**src/rtl/ctrl_sequencer.sv**
```systemverilog
// Purpose : LC-3b indirect load/store (LDI/STI) memory sequencer; other opcodes pass straight through.
// Latency : 1 cycle transfer->out_valid for non-indirect ops, 3 cycles for LDI/STI with same-cycle mem_resp.
// Backpres: accepts only in IDLE (in_ready); holds DONE/ERR results until out_ready; stall high while busy.
//
// Ports:
//   clk, rst                   clock, asynchronous active-high reset
//   in_valid/in_ready          request handshake; opcode, addr_in, st_data captured on transfer
//   mem_read/mem_write         memory strobes, never both high
//   mem_addr/mem_wdata         access address (bit 0 forced low) and store data
//   mem_rdata/mem_resp         read data and access-complete from memory
//   out_valid/out_ready        result handshake; out_data (LDI value, else 0), out_err (timeout)
//   stall                      pipeline hold, high in every state except IDLE
//
// Configuration macro: CTRL_SEQ_TIMEOUT_EN
//   defined   -> per-access wait counter; MAX_WAIT cycles without mem_resp ends in ERR
//   undefined -> no counter, waits are unbounded, ERR unreachable, out_err tied low

module ctrl_sequencer #(
  parameter int unsigned WIDTH    = 16,
  parameter int unsigned MAX_WAIT = 255
) (
  input  logic             clk,
  input  logic             rst,
  // request side
  input  logic             in_valid,
  output logic             in_ready,
  input  logic [3:0]       opcode,
  input  logic [WIDTH-1:0] addr_in,
  input  logic [WIDTH-1:0] st_data,
  // memory side
  output logic             mem_read,
  output logic             mem_write,
  output logic [WIDTH-1:0] mem_addr,
  output logic [WIDTH-1:0] mem_wdata,
  input  logic [WIDTH-1:0] mem_rdata,
  input  logic             mem_resp,
  // result side
  output logic             out_valid,
  input  logic             out_ready,
  output logic [WIDTH-1:0] out_data,
  output logic             out_err,
  output logic             stall
);

  localparam logic [3:0] OpLdi = 4'b1010;
  localparam logic [3:0] OpSti = 4'b1011;

  // Elaboration-time guard on the parameter ranges the datapath relies on.
  if (MAX_WAIT < 1 || MAX_WAIT > 65535) begin : g_bad_max_wait
    $error("ctrl_sequencer: MAX_WAIT must be in 1..65535");
  end
  if (WIDTH < 2) begin : g_bad_width
    $error("ctrl_sequencer: WIDTH must be at least 2");
  end

  typedef enum logic [2:0] {
    IDLE   = 3'd0,
    PTR_RD = 3'd1,
    FIN_RD = 3'd2,
    FIN_WR = 3'd3,
    DONE   = 3'd4,
    ERR    = 3'd5
  } state_e;

  state_e           state_q, state_d;
  logic [WIDTH-1:0] addr_q, addr_d;      // pointer location from EX
  logic [WIDTH-1:0] st_data_q, st_data_d;
  logic             is_ldi_q, is_ldi_d;  // selects FIN_RD vs FIN_WR after the pointer read
  logic [WIDTH-1:0] ptr_q, ptr_d;        // pointer fetched in PTR_RD
  logic [WIDTH-1:0] rdata_q, rdata_d;    // LDI result, zero for every other request

  logic             wait_expired;        // current access has used up its wait budget
  logic             in_access;

  // Word-aligned views of the two addresses; bit 0 of the raw values is never driven out.
  logic [WIDTH-1:0] addr_word;
  logic [WIDTH-1:0] ptr_word;
  logic             unused_lsbs;

  assign addr_word   = {addr_q[WIDTH-1:1], 1'b0};
  assign ptr_word    = {ptr_q[WIDTH-1:1], 1'b0};
  assign unused_lsbs = addr_q[0] ^ ptr_q[0];

  assign in_access = (state_q == PTR_RD) || (state_q == FIN_RD) || (state_q == FIN_WR);

  // ---------------------------------------------------------------------------
  // Optional access timeout
  // ---------------------------------------------------------------------------
`ifdef CTRL_SEQ_TIMEOUT_EN
  localparam logic [15:0] WaitLast = 16'(MAX_WAIT - 1);

  logic [15:0] wait_cnt_q, wait_cnt_d;

  // The counter value seen in a cycle is the number of earlier unanswered
  // cycles in this access, so the budget is spent when this cycle is the
  // MAX_WAIT-th one and still has no response. A response in that same
  // cycle is checked first in the FSM and therefore wins.
  assign wait_expired = in_access && !mem_resp && (wait_cnt_q == WaitLast);

  always_comb begin
    wait_cnt_d = wait_cnt_q;
    if (state_d != state_q) begin
      // Entering a new state (including the next access) restarts the count.
      wait_cnt_d = '0;
    end else if (in_access && !mem_resp) begin
      wait_cnt_d = wait_cnt_q + 16'd1;
    end
  end

  always_ff @(posedge clk or posedge rst) begin
    if (rst) begin
      wait_cnt_q <= '0;
    end else begin
      wait_cnt_q <= wait_cnt_d;
    end
  end
`else
  assign wait_expired = 1'b0;
`endif

  // ---------------------------------------------------------------------------
  // State and datapath registers
  // ---------------------------------------------------------------------------
  always_ff @(posedge clk or posedge rst) begin
    if (rst) begin
      state_q   <= IDLE;
      addr_q    <= '0;
      st_data_q <= '0;
      is_ldi_q  <= 1'b0;
      ptr_q     <= '0;
      rdata_q   <= '0;
    end else begin
      state_q   <= state_d;
      addr_q    <= addr_d;
      st_data_q <= st_data_d;
      is_ldi_q  <= is_ldi_d;
      ptr_q     <= ptr_d;
      rdata_q   <= rdata_d;
    end
  end

  // ---------------------------------------------------------------------------
  // Next state and outputs. All memory and result outputs are decoded from the
  // registered state, so an asynchronous reset drops them immediately and
  // they stay stable for as long as an access is waiting.
  // ---------------------------------------------------------------------------
  always_comb begin
    state_d   = state_q;
    addr_d    = addr_q;
    st_data_d = st_data_q;
    is_ldi_d  = is_ldi_q;
    ptr_d     = ptr_q;
    rdata_d   = rdata_q;

    in_ready  = 1'b0;
    stall     = 1'b1;
    mem_read  = 1'b0;
    mem_write = 1'b0;
    mem_addr  = '0;
    mem_wdata = '0;
    out_valid = 1'b0;
    out_err   = 1'b0;
    out_data  = '0;

    unique case (state_q)
      IDLE: begin
        in_ready = 1'b1;
        stall    = 1'b0;
        if (in_valid) begin
          addr_d    = addr_in;
          st_data_d = st_data;
          is_ldi_d  = (opcode == OpLdi);
          // Cleared here so STI and pass-through results report zero.
          rdata_d   = '0;
          if ((opcode == OpLdi) || (opcode == OpSti)) begin
            state_d = PTR_RD;
          end else begin
            state_d = DONE;
          end
        end
      end

      PTR_RD: begin
        mem_read = 1'b1;
        mem_addr = addr_word;
        if (mem_resp) begin
          ptr_d   = mem_rdata;
          state_d = is_ldi_q ? FIN_RD : FIN_WR;
        end else if (wait_expired) begin
          state_d = ERR;
        end
      end

      FIN_RD: begin
        mem_read = 1'b1;
        mem_addr = ptr_word;
        if (mem_resp) begin
          rdata_d = mem_rdata;
          state_d = DONE;
        end else if (wait_expired) begin
          state_d = ERR;
        end
      end

      FIN_WR: begin
        mem_write = 1'b1;
        mem_addr  = ptr_word;
        mem_wdata = st_data_q;
        if (mem_resp) begin
          state_d = DONE;
        end else if (wait_expired) begin
          state_d = ERR;
        end
      end

      DONE: begin
        out_valid = 1'b1;
        out_data  = rdata_q;
        if (out_ready) begin
          state_d = IDLE;
        end
      end

      ERR: begin
        out_valid = 1'b1;
        out_err   = 1'b1;
        if (out_ready) begin
          state_d = IDLE;
        end
      end

      default: begin
        state_d = IDLE;
      end
    endcase
  end

  // ---------------------------------------------------------------------------
  // Interface invariants
  // ---------------------------------------------------------------------------
  a_strobe_excl: assert property (@(posedge clk) disable iff (rst)
    !(mem_read && mem_write));

  a_ready_only_idle: assert property (@(posedge clk) disable iff (rst)
    in_ready == !stall);

  a_err_only_invalid: assert property (@(posedge clk) disable iff (rst)
    out_err |-> (out_valid && (out_data == '0)));

endmodule

```
**config.mk**
```make
export PLATFORM = sky130hd
export DESIGN_NAME = ctrl_sequencer
export DESIGN_NICKNAME = d
export VERILOG_FILES = /design/src/rtl/ctrl_sequencer.sv
export SDC_FILE = /design/constraint.sdc
export NUM_CORES = 1
export LEC_CHECK = 0
export ABC_AREA = 1
export CAP_MARGIN = 20
export CORE_MARGIN = 2
export CORE_UTILIZATION = 35
export CTS_CLUSTER_DIAMETER = 30
export DETAILED_ROUTE_END_ITERATION = 8
export PLACE_DENSITY = 0.76
export REMOVE_ABC_BUFFERS = 1
export SLEW_MARGIN = 20
export SYNTH_ARGS = -nofsm -noshare
export SYNTH_HDL_FRONTEND = slang
export SYNTH_SLANG_ARGS = --single-unit
```
**constraint.sdc**
```tcl
create_clock -name clk -period 2.8 [get_ports clk]
set_input_delay 0.42 -clock clk [delete_from_list [all_inputs] [get_ports clk]]
set_output_delay 0.42 -clock clk [all_outputs]
set_load 0.02 [all_outputs]
```
==> impl_metrics.yaml, run 1 <==
placement:
  dp_hpwl_um: 5879
  dp_cells: 579
  portBuffers: 108
  place_ws_ns: 0.3449
  routabilityCongestion: 0.8779
sta:
  hold_viol_final: 0
  max-slew-margin-rel_pct: 63.01
  worst_slack_ns: 0.1007
  max_freq_mhz: 370.5
  slew_violations: 0
  period_share_pct: 96.40
  min_period_ns: 2.699
  tightestPinTransition_ns: 0.5543
  setup-violations-final: 0
  rsz0062_at_grt: "yes"
  clock_skew_ns: 0.01070
floorplan:
  dieArea_um2: 9423
  fp.coreArea_um2: 8299
  row_count: 33
  die_w_um: 97.07
  die_height_um: 97.07
  ios: 111
  initial_core_util_pct: 36.53
synth:
  muxShareOfSynthArea_pct: 0
  yosys_warnings: 0
  synth.distinct_cells: 24
  synth_top_area_share_pct: 54.48
  synthTopCellsByArea: "dfrtp_1, nand2_1, o21ai_0"
  synth_compound_gate_area_share_pct: 11.68
  syn_avg_cell_area_um2: 8.042
  netlist_area_um2: 3032
  synth-seq-area-share_pct: 54.48
  synthAdderAreaFrac_pct: 0
  synth-simple-area-share_pct: 21.87
  netlist_instances: 377
  yosys.area.top_type: "dfrtp_1"
  synth_xor_area_share_pct: 0
  synth_seq_cells: 66
  synth_top_family_by_area: "simple AND/OR/NAND/NOR gates"
clocking:
  cts_max_level: 3
  clockBufferDepth: 2
  clkSinkCount: 66
  cts_root_buffer: "clkbuf_8"
  cts_buffers: 9
  clk_latency_ns: 0.35
  path_clk_slew_ns: 0.08
  cts_tree: "yes"
routing:
  wl_per_cell_um: 13.30
  drtIter0Drc: 127
  dr.pass1.iters: 4
  viasPerCell: 4.503
  ant_nets: 0
  wl_um: 7951
  drc: 0
  vias: 2693
cells_and_area:
  multi_input_area_um2: 1028
  fillers: 775
  final_cell_mix: "clkdlybuf4s50_1, nand2_1, dfrtp_1, inv_1, nor2_1"
  nets: 545
  layout_commonest_cell: "clkdlybuf4s50_1"
  drive_gt1_share_pct: 8.316
  syn2layout_area_growth_pct: 46.22
  stdcell_count: 598
  n_antenna_cell: 0
  regArea_um2: 1653
setup_path:
  worstSetupStartpointType: "flop"
  cp-end-kind: "output port"
  cp.required_ns: 2.38
  cp_data_arrival_time_ns: 2.28
  cp_max_fo: 16
  cp_num_buf_inv: 2
  crit_slowest_cell: "clkdlybuf4s50_1"
  cp_top_family: "buffers and inverters"
  crit_type: "flop to output port"
  path_cells: "inv_1 > nor2_1 > nand2_2 > nor2_1 > clkdlybuf4s50_1"
  worst_path_largest_cell_delay_ns: 0.64
  crit_top_cell: "nor2_1"
power:
  total_power_w: 0.003803
  p_per_area_nw_per_um2: 857.9
  vdd_drop_max_mv: 0.3214
  leakagePower_nw: 2.129
hold_path:
  hp-class: "input port to async pin"
grt:
  antenna_found_initial: 0
  grt_max_degree: 39
  grt_use_total_pct: 17.38
  grt_pass1_vias: 2769
  overflow: 0
  grt_pass1_wl_um: 13200
status:
  outcome: "finished clean"
run:
  drv_cap: 0
==> Yosys cell counts, drive strengths merged <==
cell    count
dfrtp      66
inv        64
buf        12
nand2     100
nor3        1
a21oi      11
o21ai      50
a22o        1
clkbuf      3
o21bai      1
o22ai       5
nor2       53
or2         1
nand3       8
conb        1
==> worst reg2reg max path, cell delays in order (launching register included) <==
cell,delay [ns]
dfrtp_1,0.44
nor2_1,0.24
nand2_1,0.16
nor2_4,0.11
buf_4,0.22
inv_1,0.17
nand2_1,0.09
nand2_1,0.05
==> per-stage QoR <==
| step | utilization, % | area (um2) | hold WS, ns | setup TNS, ns |
|---|---|---|---|---|
| 6_report | 53.41 | 4433 | 0.4341 | 0 |
| 5_1_grt | 53.41 | 4433 | 0.4917 | -0.03177 |
| 4_1_cts | 53.19 | 4414 | 0.4586 | 0 |
| 3_5_place_dp | 50.13 | 4160 | 0.4669 | 0 |
| 3_3_place_gp | 50.13 | 4160 | 0.4557 | 0 |
| 2_1_floorplan | - | 2913 | 0.4422 | 0 |
==> kinds of logic (layout without fill, tap and decap cells) <==
kind of cell / count (synthesis) / in the layout
AND/OR/NAND/NOR: 163 / 163
buffers and inverters: 79 / 195
AO/OA/AOI/OAI: 68 / 68
flip-flops: 66 / 66
other: 1 / 1
==> state kept, by name, summed over array words and instances, names as in the netlist <==
| signal | flops |
|---|---|
| rdata_q | 16 |
| addr_q | 15 |
| ptr_q | 15 |
| state_q | 3 |
| is_ldi_q | 1 |
| st_data_q | 16 |
==> path summary, 6_finish.rpt <==
kind | startpoint | endpoint | slack, ns | cells after the start
setup reg to reg | state_q[2] | addr_q[4] | 1.21 | 7
hold reg to reg | addr_q[5] | addr_q[5] | 0.48 | 2
min in group clk | addr_q[5] | addr_q[5] | 0.48 | 2
setup / recovery | state_q[2] | out_data[3] | 0.10 | 5
hold / removal | rst | rdata_q[3] | 0.43 | 2
max in group asynchronous | rst | state_q[1] | 1.65 | 3
==> cell type report <==
class	instances	share of cell area (%)
Multi-Input combinational cell	232	23.20
Inverter	64	5.560
Sequential cell	66	37.28
Clock buffer	10	3.105
Timing Repair Buffer	115	25.85
Clock inverter	6	2.032
Tap cell	105	2.964
==> routing by layer <==
metal / up-vias / part of all wire, % / track usage [%]
li1: 1368 / - / -
met5: - / 0 / 0
met1: 1223 / 42 / 20.07
met2: 79 / 50 / 30.45
met3: 23 / 5.5 / 4.460
met4: 0 / 3.2 / 7.476
==> power by group <==
part	total [W]	switching [W]	internal, W
logic	0.00141	0.000885	0.000521
registers	0.00149	0.000146	0.00134
clock network	0.000911	0.000384	0.000527
==> timing repair <==
action,in CTS,in global routing
setup buffers,3,0
setup endpoints to repair,9,43
resized for setup,1,9
hold buffers,0,0
endpoints found under the hold margin,0,0
gates cloned,0,0
No activity file was read; power rests on OpenSTA's default activity.
==> run 2: changes to the inputs <==
Settings changed: CORE_UTILIZATION 35 to 45, GPL_TIMING_DRIVEN set to 0, PLACE_DENSITY 0.76 to 0.92.
==> run 2 against run 1 <==
Utilization is 16 points higher. Critical path depth is 1 higher. Global-route usage is 3.1 points higher. Final cell count is 4.8% lower. Flip-flop and latch count stayed put. Clock power is 7.9% lower. Worst setup slack better by 0.0094 ns. Maximum frequency is 0.35% higher. Critical path type unchanged. Critical endpoint is now mem_addr[1]. Highest routed layer unchanged.
==> impl_metrics.yaml, run 2 (synthesis results as in run 1) <==
floorplan:
  die_w_um: 86.08
  fp.coreArea_um2: 6422
  row_count: 29
  initial_core_util_pct: 47.20
  die_height_um: 86.08
  ios: 111
  dieArea_um2: 7410
setup_path:
  worstSetupStartpointType: "flop"
  r2r_slack_ns: 1.16
  cp.required_ns: 2.38
  r2r_end: "addr_q[6]"
  r2r.worst_path.cells: 6
  timing.rr.start: "state_q[2]"
  crit_type: "flop to output port"
  worstSetupEndpoint: "mem_addr[1]"
  cp_data_arrival_time_ns: 2.27
  cp-end-kind: "output port"
  cp_max_fo: 6
  crit_start: "state_q[1]"
grt:
  antenna_found_initial: 0
  overflow: 0
  grt_pass1_vias: 2539
  grt_max_degree: 51
  grt_use_total_pct: 20.52
  grt_pass1_wl_um: 11740
power:
  leakagePower_nw: 2.488
  total_power_w: 0.003751
  vdd_drop_max_mv: 0.4020
  p_per_area_nw_per_um2: 841.0
cells_and_area:
  final_cell_mix: "nand2_1, clkdlybuf4s50_1, dfrtp_1, inv_1, nor2_1"
  syn2layout_area_growth_pct: 47.13
  stdcell_count: 569
  top_regs: "rdata_q: 16 flops, st_data_q: 16 flops"
  layout_commonest_cell: "nand2_1"
  nets: 544
  n_antenna_cell: 0
  drive_gt1_share_pct: 7.520
  postLayoutCoreUtil_pct: 69.45
clocking:
  cts_tree: "yes"
  cts.hold.buffers_added: 0
  cts_buffers: 9
  clockBufferDepth: 2
  cts_max_level: 3
  clkSinkCount: 66
  cts_root_buffer: "clkbuf_8"
  path_clk_slew_ns: 0.07
  clk_latency_ns: 0.33
sta:
  setup-violations-final: 0
  period_share_pct: 96.07
  hold_viol_final: 0
  tightestPinTransition_ns: 0.6584
  clock_skew_ns: 0.01111
  holdWs_ns: 0.4085
  min_period_ns: 2.690
  max_freq_mhz: 371.8
  slew_violations: 0
  max-slew-margin-rel_pct: 56.06
routing:
  wl_per_cell_um: 13.18
  drtIter0Drc: 164
  viasPerCell: 4.844
  ant_nets: 0
  wl_um: 7501
  dr.pass1.iters: 5
  vias: 2756
  drc: 0
placement:
  portBuffers: 108
  routabilityCongestion: 0.7880
  dp_hpwl_um: 5377
  dp_cells: 549
status:
  outcome: "finished clean"
run:
  drv_cap: 0
hold_path:
  hp-class: "input port to async pin"
[run 2: cell count changes in the layout (fill, tap and decap cells not counted), moves of 2 or more]
cell / delta
clkdlybuf4s50_1: -19
dlymetal6s2s_1: +19
buf_4: -3
clkbuf_8: +3
clkbuf_1: +2
clkinv_4: -2
[run 2: timing repair]
action                                  4_1_cts  5_1_grt
endpoints found under the setup margin        6       26
setup buffers                                 2        2
resized for setup                             2       26
[run 2: layout make-up]
type	count	area, um2
clock buffer	15	186.4
clock inverter	1	30.03
fill	515	1962
inverter	64	249.0
multi-input combinational	232	1028
sequential	66	1652
tap	77	96.34
timing repair buffer	114	1219
[run 2: layer usage]
| metal | up-vias | global-route usage [%] | wire length [um] |
|---|---|---|---|
| met2 | 100 | 34.11 | 3725 |
| met4 | 0 | 5.916 | 47 |
| li1 | 1362 | - | - |
| met1 | 1288 | 26.49 | 3266 |
| met3 | 6 | 5.390 | 462 |
| met5 | - | 0 | 0 |
[run 2: worst min-delay path by stage]
| stage | from | cells past startpoint | slack [ns] | end |
|---|---|---|---|---|
| after floorplan | addr_q[1] | 2 | 0.44 | addr_q[1] |
| after global placement | ptr_q[12] | 2 | 0.46 | ptr_q[12] |
| after detailed placement | addr_q[3] | 2 | 0.46 | addr_q[3] |
| after CTS | rst | 2 | 0.37 | st_data_q[7] |
| after global routing | rst | 2 | 0.40 | st_data_q[11] |
| final | rst | 2 | 0.41 | st_data_q[8] |
[run 2: power by group]
group | internal [W] | total [W] | leakage [nW] | switching, W
clock | 0.000510 | 0.000839 | 0.110 | 0.000328
combinational | 0.000531 | 0.00144 | 1.55 | 0.000907
sequential | 0.00134 | 0.00148 | 0.824 | 0.000134
[run 2: per-stage QoR]
stage	area [um2]	TNS [ns]	worst slack (ns)
finish	4461	0	0.1101
global route	4461	-0.006444	-0.006444
CTS	4383	0	0.01317
detailed placement	4145	0	0.3076
global placement	4090	-22.39	-0.4042
floorplan	2913	0	0.4218
[run 2: critical path, cell delays in order, from the launching register on]
cell             delay, ns
dfrtp_1               0.45
inv_2                 0.09
nor2_4                0.21
clkinvlp_4            0.23
buf_4                 0.21
o21ai_0               0.14
clkdlybuf4s50_1       0.62
==> run 3: changes to the inputs <==
Settings changed: CORE_UTILIZATION 45 to 62, DONT_BUFFER_PORTS set to 1, PLACE_DENSITY 0.92 to 0.89.
==> run 3 against run 2 <==
Sequential share of layout area rose by 14 points. Register-to-register slack got worse by 0.16 ns. Count of clock-buffer cells in the layout fell by 1. Wire length fell by 10%. Combinational power fell by 20%. Clock power fell by 5.1%. Flip-flop and latch count did not move. Non-clock buffer count fell by 111. Critical path depth fell by 2. Final area fell by 27%. Worst setup slack improved by 0.14 ns. Critical path type unchanged.
==> impl_metrics.yaml, run 3 (synthesis results as in run 1) <==
clocking:
  path_clk_slew_ns: 0.07
  cts_buffers: 9
  clockBufferDepth: 2
  clk_latency_ns: 0.33
  cts_root_buffer: "clkbuf_8"
  post-cts-setup-buffers: 0
  clkSinkCount: 66
  cts_max_level: 3
  cts_tree: "yes"
power:
  seqPwrFrac_pct: 43.1
  total_power_w: 0.003427
  p_switching_w: 0.001339
  p_clk_share_pct: 23.2
  vdd_drop_max_mv: 0.6400
  leakagePower_nw: 1.623
  swShare_pct: 39.07
  power_frac_comb_pct: 33.7
  p_per_area_nw_per_um2: 1053
  internal_power_w: 0.002088
sta:
  hold_viol_final: 0
  min_period_ns: 2.555
  tightestPinTransition_ns: 0.7250
  holdWs_ns: 0.2013
  worst_slack_ns: 0.2453
  period_share_pct: 91.24
  setup-violations-final: 0
  clock_skew_ns: 0.008878
  rsz0062_at_grt: "no"
  max_freq_mhz: 391.4
  max-slew-margin-rel_pct: 51.16
  slew_violations: 0
placement:
  portBuffers: 0
  placed_area_um2: 3044
  place_ws_ns: 0.3968
  dp_hpwl_um: 4671
  dp_cells: 431
  routabilityCongestion: 0.8544
cells_and_area:
  drive_gt1_share_pct: 8.136
  stdcell_count: 448
  syn2layout_area_growth_pct: 7.346
  top_regs: "rdata_q: 16 flops, st_data_q: 16 flops"
  final_cell_mix: "nand2_1, dfrtp_1, inv_1, nor2_1, o21ai_0"
  layout_commonest_cell: "nand2_1"
  n_antenna_cell: 0
  fin_area_um2: 3254
  nets: 433
floorplan:
  dieArea_um2: 5465
  fp.coreArea_um2: 4723
  row_count: 25
  ios: 111
  die_w_um: 73.93
  die_height_um: 73.93
  initial_core_util_pct: 64.19
run:
  drv_cap: 0
status:
  outcome: "finished clean"
setup_path:
  worstSetupStartpointType: "flop"
  cp.required_ns: 2.38
  timing.rr.start: "state_q[2]"
  crit_start: "state_q[2]"
  crit_type: "flop to output port"
  cp_data_arrival_time_ns: 2.13
  cp_max_fo: 16
  cp-end-kind: "output port"
hold_path:
  worstHoldStart: "addr_in[7]"
  hp-class: "input port to flop"
grt:
  grt_util_met1_pct: 33.09
  grt_pass1_wl_um: 10470
  gr-usage-met3_pct: 7.682
  met2_usage_pct: 40.87
  grt_max_degree: 44
  overflow: 0
  busiest_layer: "met2"
  antenna_found_initial: 0
  grt_use_total_pct: 25.87
  grt_pass1_vias: 2244
routing:
  wl_per_cell_um: 15.02
  ant_nets: 0
  vias: 2409
  dr.pass1.iters: 5
  viasPerCell: 5.377
  drc: 0
  wl_um: 6729
  drtIter0Drc: 163
## run 3: area by class of cell
cell class / count / area, um2
tap: 67 / 83.83
inverter: 64 / 242.7
timing repair buffer: 3 / 50.05
multi-input combinational: 232 / 1028
clock buffer: 14 / 162.7
sequential: 66 / 1652
fill: 380 / 1469
clock inverter: 2 / 35.03
## run 3: final timing paths
| path | cells past startpoint | to | slack, ns |
|---|---|---|---|
| max in group asynchronous | 3 | rdata_q[3] | 1.72 |
| min reg2reg | 2 | addr_q[2] | 0.47 |
| min | 2 | addr_q[7] | 0.20 |
| max reg2reg | 6 | addr_q[1] | 1.00 |
| max | 4 | out_data[9] | 0.25 |
| min in group asynchronous | 2 | st_data_q[12] | 0.56 |
## run 3: critical path, stage by stage (launching register included)
cell and delay (ns):
dfrtp_1 0.41, inv_1 0.13, nor2_1 0.44, nand2_2 0.37, nor2_1 0.45
## run 3: power by group through the flow
| stage | clock network [W] | logic (W) | registers, W |
|---|---|---|---|
| after floorplan | 0 | 0.000873 | 0.00146 |
| after global placement | 0 | 0.00106 | 0.00148 |
| after detailed placement | 0 | 0.00114 | 0.00149 |
| after CTS | 0.000810 | 0.00115 | 0.00148 |
| after global routing | 0.000846 | 0.00132 | 0.00152 |
| final | 0.000796 | 0.00115 | 0.00148 |
## run 3: per-layer routing
| layer | routed length, um | share of wire (%) |
|---|---|---|
| met4 | 88 | 1.3 |
| met3 | 615 | 9.1 |
| met2 | 3355 | 50 |
| met5 | 0 | 0 |
| met1 | 2669 | 40 |
## run 3: repair_timing
action	CTS	global route
hold buffers	1	0
endpoints found under the hold margin	28	0
gates resized for setup	0	1
setup endpoints to repair	0	16
## run 3: through the flow
| stage | TNS (ns) | util, % |
|---|---|---|
| 2_1_floorplan | 0 | - |
| 3_3_place_gp | -2.112 | 63.44 |
| 3_5_place_dp | 0 | 64.45 |
| 4_1_cts | 0 | 68.85 |
| 5_1_grt | 0 | 68.90 |
| 6_report | 0 | 68.90 |
